`src/rtl/btb_assoc.sv`:
```
// Set-associative branch target buffer: registered lookup one cycle after request,
// in-place / invalid-first / round-robin update, and a one-set-per-cycle flush engine.
module btb_assoc #(
    parameter int WIDTH    = 32,
    parameter int SET_BITS = 4,
    parameter int WAYS     = 2,
    parameter int TAG_LEN  = WIDTH - SET_BITS - 2
) (
    input  logic             clk,
    input  logic             rst,
    input  logic             lookup_valid,
    input  logic [WIDTH-1:0] lookup_pc,
    output logic             lookup_hit,
    output logic [WIDTH-1:0] lookup_target,
    input  logic             update,
    input  logic [WIDTH-1:0] update_pc,
    input  logic [WIDTH-1:0] update_target,
    input  logic             flush,
    output logic             flush_busy
);
    localparam int NUM_SETS = 1 << SET_BITS;
    localparam int WW       = (WAYS > 1) ? $clog2(WAYS) : 1;

    typedef enum logic {IDLE, FLUSH} state_t;

    state_t                          state;
    logic [SET_BITS-1:0]             cnt;
    logic [NUM_SETS-1:0][WAYS-1:0]   valid;
    logic [NUM_SETS-1:0][WW-1:0]     victim;
    logic [TAG_LEN-1:0]              tags    [NUM_SETS][WAYS];
    logic [WIDTH-1:0]                targets [NUM_SETS][WAYS];

    logic [SET_BITS-1:0] l_idx, u_idx;
    logic [TAG_LEN-1:0]  l_tag, u_tag;
    logic                l_hit;
    logic [WIDTH-1:0]    l_tgt;
    logic                u_match, u_free, u_fire;
    logic [WW-1:0]       u_match_way, u_free_way, u_way;
    logic                unused_pc_bits;

    assign l_idx = lookup_pc[SET_BITS+1:2];
    assign l_tag = lookup_pc[WIDTH-1:SET_BITS+2];
    assign u_idx = update_pc[SET_BITS+1:2];
    assign u_tag = update_pc[WIDTH-1:SET_BITS+2];
    assign unused_pc_bits = ^{lookup_pc[1:0], update_pc[1:0]};

    assign flush_busy = (state == FLUSH);
    assign u_fire     = (state == IDLE) && update && !flush;

    always_comb begin
        l_hit = 1'b0;
        l_tgt = '0;
        for (int w = 0; w < WAYS; w++) begin
            if (valid[l_idx][w] && tags[l_idx][w] == l_tag) begin
                l_hit = 1'b1;
                l_tgt = targets[l_idx][w];
            end
        end
    end

    // Scan downward so the lowest-index free way is the one left selected.
    always_comb begin
        u_match     = 1'b0;
        u_match_way = '0;
        u_free      = 1'b0;
        u_free_way  = '0;
        for (int w = WAYS - 1; w >= 0; w--) begin
            if (valid[u_idx][w] && tags[u_idx][w] == u_tag) begin
                u_match     = 1'b1;
                u_match_way = WW'(w);
            end
            if (!valid[u_idx][w]) begin
                u_free     = 1'b1;
                u_free_way = WW'(w);
            end
        end
        u_way = u_match ? u_match_way : (u_free ? u_free_way : victim[u_idx]);
    end

    always_ff @(posedge clk or negedge rst) begin
        if (!rst) begin
            state         <= IDLE;
            cnt           <= '0;
            valid         <= '0;
            victim        <= '0;
            lookup_hit    <= 1'b0;
            lookup_target <= '0;
        end else begin
            lookup_hit    <= lookup_valid && (state == IDLE) && l_hit;
            lookup_target <= (lookup_valid && (state == IDLE) && l_hit) ? l_tgt : '0;
            case (state)
                IDLE: begin
                    if (flush) begin
                        state <= FLUSH;
                        cnt   <= '0;
                    end else if (update) begin
                        valid[u_idx][u_way] <= 1'b1;
                        if (!u_match && !u_free && WAYS > 1)
                            victim[u_idx] <= victim[u_idx] + WW'(1);
                    end
                end
                FLUSH: begin
                    valid[cnt]  <= '0;
                    victim[cnt] <= '0;
                    cnt         <= cnt + SET_BITS'(1);
                    if (cnt == SET_BITS'(NUM_SETS - 1))
                        state <= IDLE;
                end
                default: state <= IDLE;
            endcase
        end
    end

    // Tag and target storage carry no reset; valid bits alone qualify them.
    always_ff @(posedge clk) begin
        if (u_fire) begin
            tags[u_idx][u_way]    <= u_tag;
            targets[u_idx][u_way] <= update_target;
        end
    end
endmodule

```
`config.mk`:
```
export PLATFORM = sky130hd
export DESIGN_NAME = btb_assoc
export DESIGN_NICKNAME = d
export VERILOG_FILES = /design/src/rtl/btb_assoc.sv
export SDC_FILE = /design/constraint.sdc
export NUM_CORES = 2
export LEC_CHECK = 0
export ABC_AREA = 1
export CAP_MARGIN = 25
export CORE_AREA = 10 10 439 526
export DETAILED_ROUTE_END_ITERATION = 12
export DIE_AREA = 0 0 449 536
export PLACE_DENSITY_LB_ADDON = 0.25
export SLEW_MARGIN = 10
export SYNTH_ARGS = -nofsm -noshare
export SYNTH_HDL_FRONTEND = slang
export SYNTH_SLANG_ARGS = --single-unit
export TNS_END_PERCENT = 10
```
`constraint.sdc`:
```
create_clock -name clk -period 4.6 [get_ports clk]
set_input_delay 1.38 -clock clk [delete_from_list [all_inputs] [get_ports clk]]
set_output_delay 1.38 -clock clk [all_outputs]
set_load 0.05 [all_outputs]
```
==> flow_summary.yaml <==
sta:
  setup_ws_ns: -0.0254
  maxSlewViolCount: 0
  hold_viol_final: 0
  finalSetupTns_ns: -0.244
  setup-violations-final: 27
  worst_slew_margin_rel_pct: 30.9
  achievable-frequency_mhz: 216
  timing.final.crit_share_pct: 101
  tightestPinTransition_ns: 1.04
  rsz0062_at_grt: "yes"
  worst_clock_skew_ns: 0.0810
  finalCriticalPeriod_ns: 4.63
routing:
  number_of_iterations_in_the_first_detailed_routing_pass: 6
  average_wire_per_standard_cell_um: 25.4
  antenna_left: 0
  drt_iter0_markers: 8141
  finalWirelength_um: 302000
  avgViaCountPerCell: 5.69
  vias: 67607
  post-route-drc-count: 0
synth:
  yosys_warnings: 0
  synthesis.nets: 8495
  syn_inst: 8390
  synthesis.area_mm2: 0.0877
  ys_ff_latch: 1942
  number_of_enable_type_register_cells_in_the_synthesized_netlist: 1856
  yosysSeqAreaShare_pct: 66.0
  synth_cell_type_count: 41
  synthFlopType: "sky130_fd_sc_hd__edfxtp_1"
  synthArstFlopShare_pct: 4.43
  syn_area_per_cell_um2: 10.4
power_and_ir_drop:
  net-switching-power_mw: 10.1
  p_int_mw: 29.7
  leakage_nw: 38.2
  p_clk_share_pct: 39.9
  seqPwrFrac_pct: 49.5
  netSwitchingFraction_pct: 25.3
  report.power.total_mw: 39.8
  combPwrFrac_pct: 10.6
  cellPowerDensity_mw_per_mm2: 383
  vdd_ir_drop_max_mv: 0.345
placement:
  gpl.final_weighted_congestion: 0.947
  buffer_ports.inserted: 130
  dpl.hpwl_um: 190000
floorplanning:
  floorplan.io_pins: 135
  std_cell_rows: 189
  core-area_mm2: 0.220
  vertical_extent_of_the_die_um: 536
  total_die_area_mm2: 0.241
  initial_utilization_pct: 39.8
  die_w_um: 449
final_layout:
  final_cell_mix: "2,456 x sky130_fd_sc_hd__nand2_1, 1,856 x sky130_fd_sc_hd__edfxtp_1, 732 x sky130_fd_sc_hd__a21oi_1, 661 x sky130_fd_sc_hd__o21ai_0, 489 x sky130_fd_sc_hd__inv_1"
  area_growth_syn_to_layout_pct: 18.7
  post_route_cells_drive_above_1_share_pct: 10.9
  layout_commonest_cell: "sky130_fd_sc_hd__nand2_1"
  count_of_nets_after_finishing: 8871
global_route:
  first_global_vias: 64388
  globalRouteOverflowTotal: 0
  grt_pass1_wl_um: 436000
  grtUsageTotal_pct: 24.1
  grt_start_max_net_pins: 175
  grt_antenna_before_repair: 8
outcome:
  outcome: "finished with violations"
  failed_checks: "setup timing"
clocking:
  clk_transition_reported_paths_ns: 0.06
  insertion_delay_ns: 0.89
  cts_tree: "done"
  cts.sink_count: 1942
  clk_path_buf_depth: 3
  h-tree-depth: 4
  clk_root_buffer_cell: "sky130_fd_sc_hd__clkbuf_16"
  numCtsBuffers: 194
setup_path:
  criticalPathCategory: "in -> reg"
  arrival_time_reported_for_the_critical_path_endpoint_ns: 5.16
  cp_data_required_time_ns: 5.13
  timing.critical_path.fanout_max: 21
  worst_setup_path_end_kind: "flop"
  critPathLaunchType: "input pin"
min_path:
  worst_min_path_class: "reg -> reg"
flow_run:
  max_cap_viol_count: 0
[worst paths after layout]
| path | start | endpoint | slack, ns | cells after the start |
|---|---|---|---|---|
| hold / removal | valid[7] | valid[7] | 0.48 | 2 |
| min in group asynchronous | rst | lookup_target[24] | 0.50 | 1 |
| hold reg to reg | valid[7] | valid[7] | 0.48 | 2 |
| setup reg to reg | valid[11] | targets[6][63] | 0.97 | 18 |
| max in group asynchronous | rst | valid[6] | 3.17 | 2 |
| setup / recovery | update_pc[4] | targets[6][63] | -0.03 | 20 |
[per-stage QoR]
step | utilization (%) | instance area (um^2) | hold slack [ns] | worst slack [ns] | std cells
after floorplan | - | 87800 | 0.453 | -0.575 | 8390
after global placement | 44.2 | 97500 | 0.476 | -1.16 | 11511
after detailed placement | 44.2 | 97500 | 0.473 | -1.09 | 11515
after CTS | 47.1 | 104000 | 0.485 | 0.0158 | 11869
after global routing | 47.2 | 104000 | 0.516 | -0.125 | 11881
final | 47.2 | 104000 | 0.485 | -0.0254 | 11882
[state kept, by name, indices dropped and copies added, names as in the netlist]
| name | cells |
|---|---|
| lookup_target | 32 |
| victim | 16 |
| lookup_hit | 1 |
| targets | 1024 |
| cnt | 4 |
| valid | 32 |
| flush_busy | 1 |
| tags | 832 |
[power groups by stage]
stage	sequential (mW)	combinational [mW]	clock (mW)
floorplan	20.1	2.22	0
global placement	20.1	4.07	0
detailed placement	20.1	4.13	0
CTS	19.7	4.15	16.1
global route	19.7	4.54	16.8
finish	19.7	4.20	15.9
[per-layer routing]
| metal | routed length (um) | vias up | global-route usage [%] |
|---|---|---|---|
| li1 | - | 30354 | - |
| met1 | 117000 | 33218 | 30.7 |
| met2 | 145000 | 3355 | 40.3 |
| met3 | 23600 | 680 | 3.57 |
| met4 | 16700 | 0 | 11.9 |
| met5 | 0 | - | 0 |
[cell type report]
cell class | instances | area [um^2]
fillers | 20053 | 116000
well taps | 2960 | 3700
multi-input cells | 5378 | 25500
diodes | 2 | 5.00
flip-flops and latches | 1942 | 57900
clock buffers | 248 | 5190
clock inverters | 102 | 1150
inverters | 498 | 1900
repair buffers | 752 | 8760
[worst max-delay path, stage by stage]
cell	delay [ns]
sky130_fd_sc_hd__clkdlybuf4s50_1	0.63
sky130_fd_sc_hd__nand2_1	0.23
sky130_fd_sc_hd__inv_2	0.13
sky130_fd_sc_hd__buf_4	0.24
sky130_fd_sc_hd__buf_4	0.19
sky130_fd_sc_hd__nand2_1	0.07
sky130_fd_sc_hd__nand2_1	0.09
sky130_fd_sc_hd__o21ai_0	0.08
sky130_fd_sc_hd__nand2_1	0.08
sky130_fd_sc_hd__nand2_1	0.06
sky130_fd_sc_hd__nor2_2	0.25
sky130_fd_sc_hd__buf_4	0.17
sky130_fd_sc_hd__nand3_1	0.16
sky130_fd_sc_hd__nor2_2	0.22
sky130_fd_sc_hd__inv_2	0.08
sky130_fd_sc_hd__nand2_4	0.08
sky130_fd_sc_hd__nand2_2	0.08
sky130_fd_sc_hd__buf_12	0.19
sky130_fd_sc_hd__nor2_4	0.44
sky130_fd_sc_hd__buf_12	0.26
[repair_timing]
action / 4_1_cts / 5_1_grt
hold buffers: 0 / 0
buffers inserted: 4 / 6
pin swaps: 2 / 3
endpoints found under the setup margin: 200 / 605
gates resized for setup: 2 / 1
[cells in the mapped netlist (9+ instances only)]
cell type                     n  area share, %
sky130_fd_sc_hd__buf_4       25           0.21
sky130_fd_sc_hd__buf_2      246            1.4
sky130_fd_sc_hd__nor3_1       9          0.051
sky130_fd_sc_hd__o211ai_1   250            2.1
sky130_fd_sc_hd__buf_6       21           0.27
sky130_fd_sc_hd__o21ai_1     66           0.38
sky130_fd_sc_hd__nand2_1   2456             11
sky130_fd_sc_hd__buf_1       83           0.36
sky130_fd_sc_hd__o21ai_2      9          0.090
sky130_fd_sc_hd__xor2_1      11           0.11
sky130_fd_sc_hd__nand3_1    363            2.1
sky130_fd_sc_hd__o22ai_1     10          0.071
sky130_fd_sc_hd__o21bai_1     9          0.077
sky130_fd_sc_hd__nand4_1     29           0.21
sky130_fd_sc_hd__clkbuf_1   197           0.84
sky130_fd_sc_hd__o21ai_0    661            3.8
sky130_fd_sc_hd__inv_1      490            2.1
sky130_fd_sc_hd__a221oi_1   249            2.5
sky130_fd_sc_hd__edfxtp_1  1856             64
sky130_fd_sc_hd__nor2_1     451            1.9
sky130_fd_sc_hd__o31ai_1     36           0.31
sky130_fd_sc_hd__a21oi_1    732            4.2
sky130_fd_sc_hd__dfrtp_1     86            2.5
[cell families (layout without fill, tap and decap cells)]
kind of cell	after synthesis	count (layout)	synth area share, %
other	0	2	0
buffers and inverters	1070	1600	5.22
AND/OR/NAND/NOR	3325	3325	14.9
adder cells (fa/ha/maj)	4	4	0.0571
flip-flops	1942	1942	66.0
XOR/XNOR	13	13	0.130
AO/OA/AOI/OAI	2036	2036	13.6
Note: power is estimated with default switching activity, not from simulation.
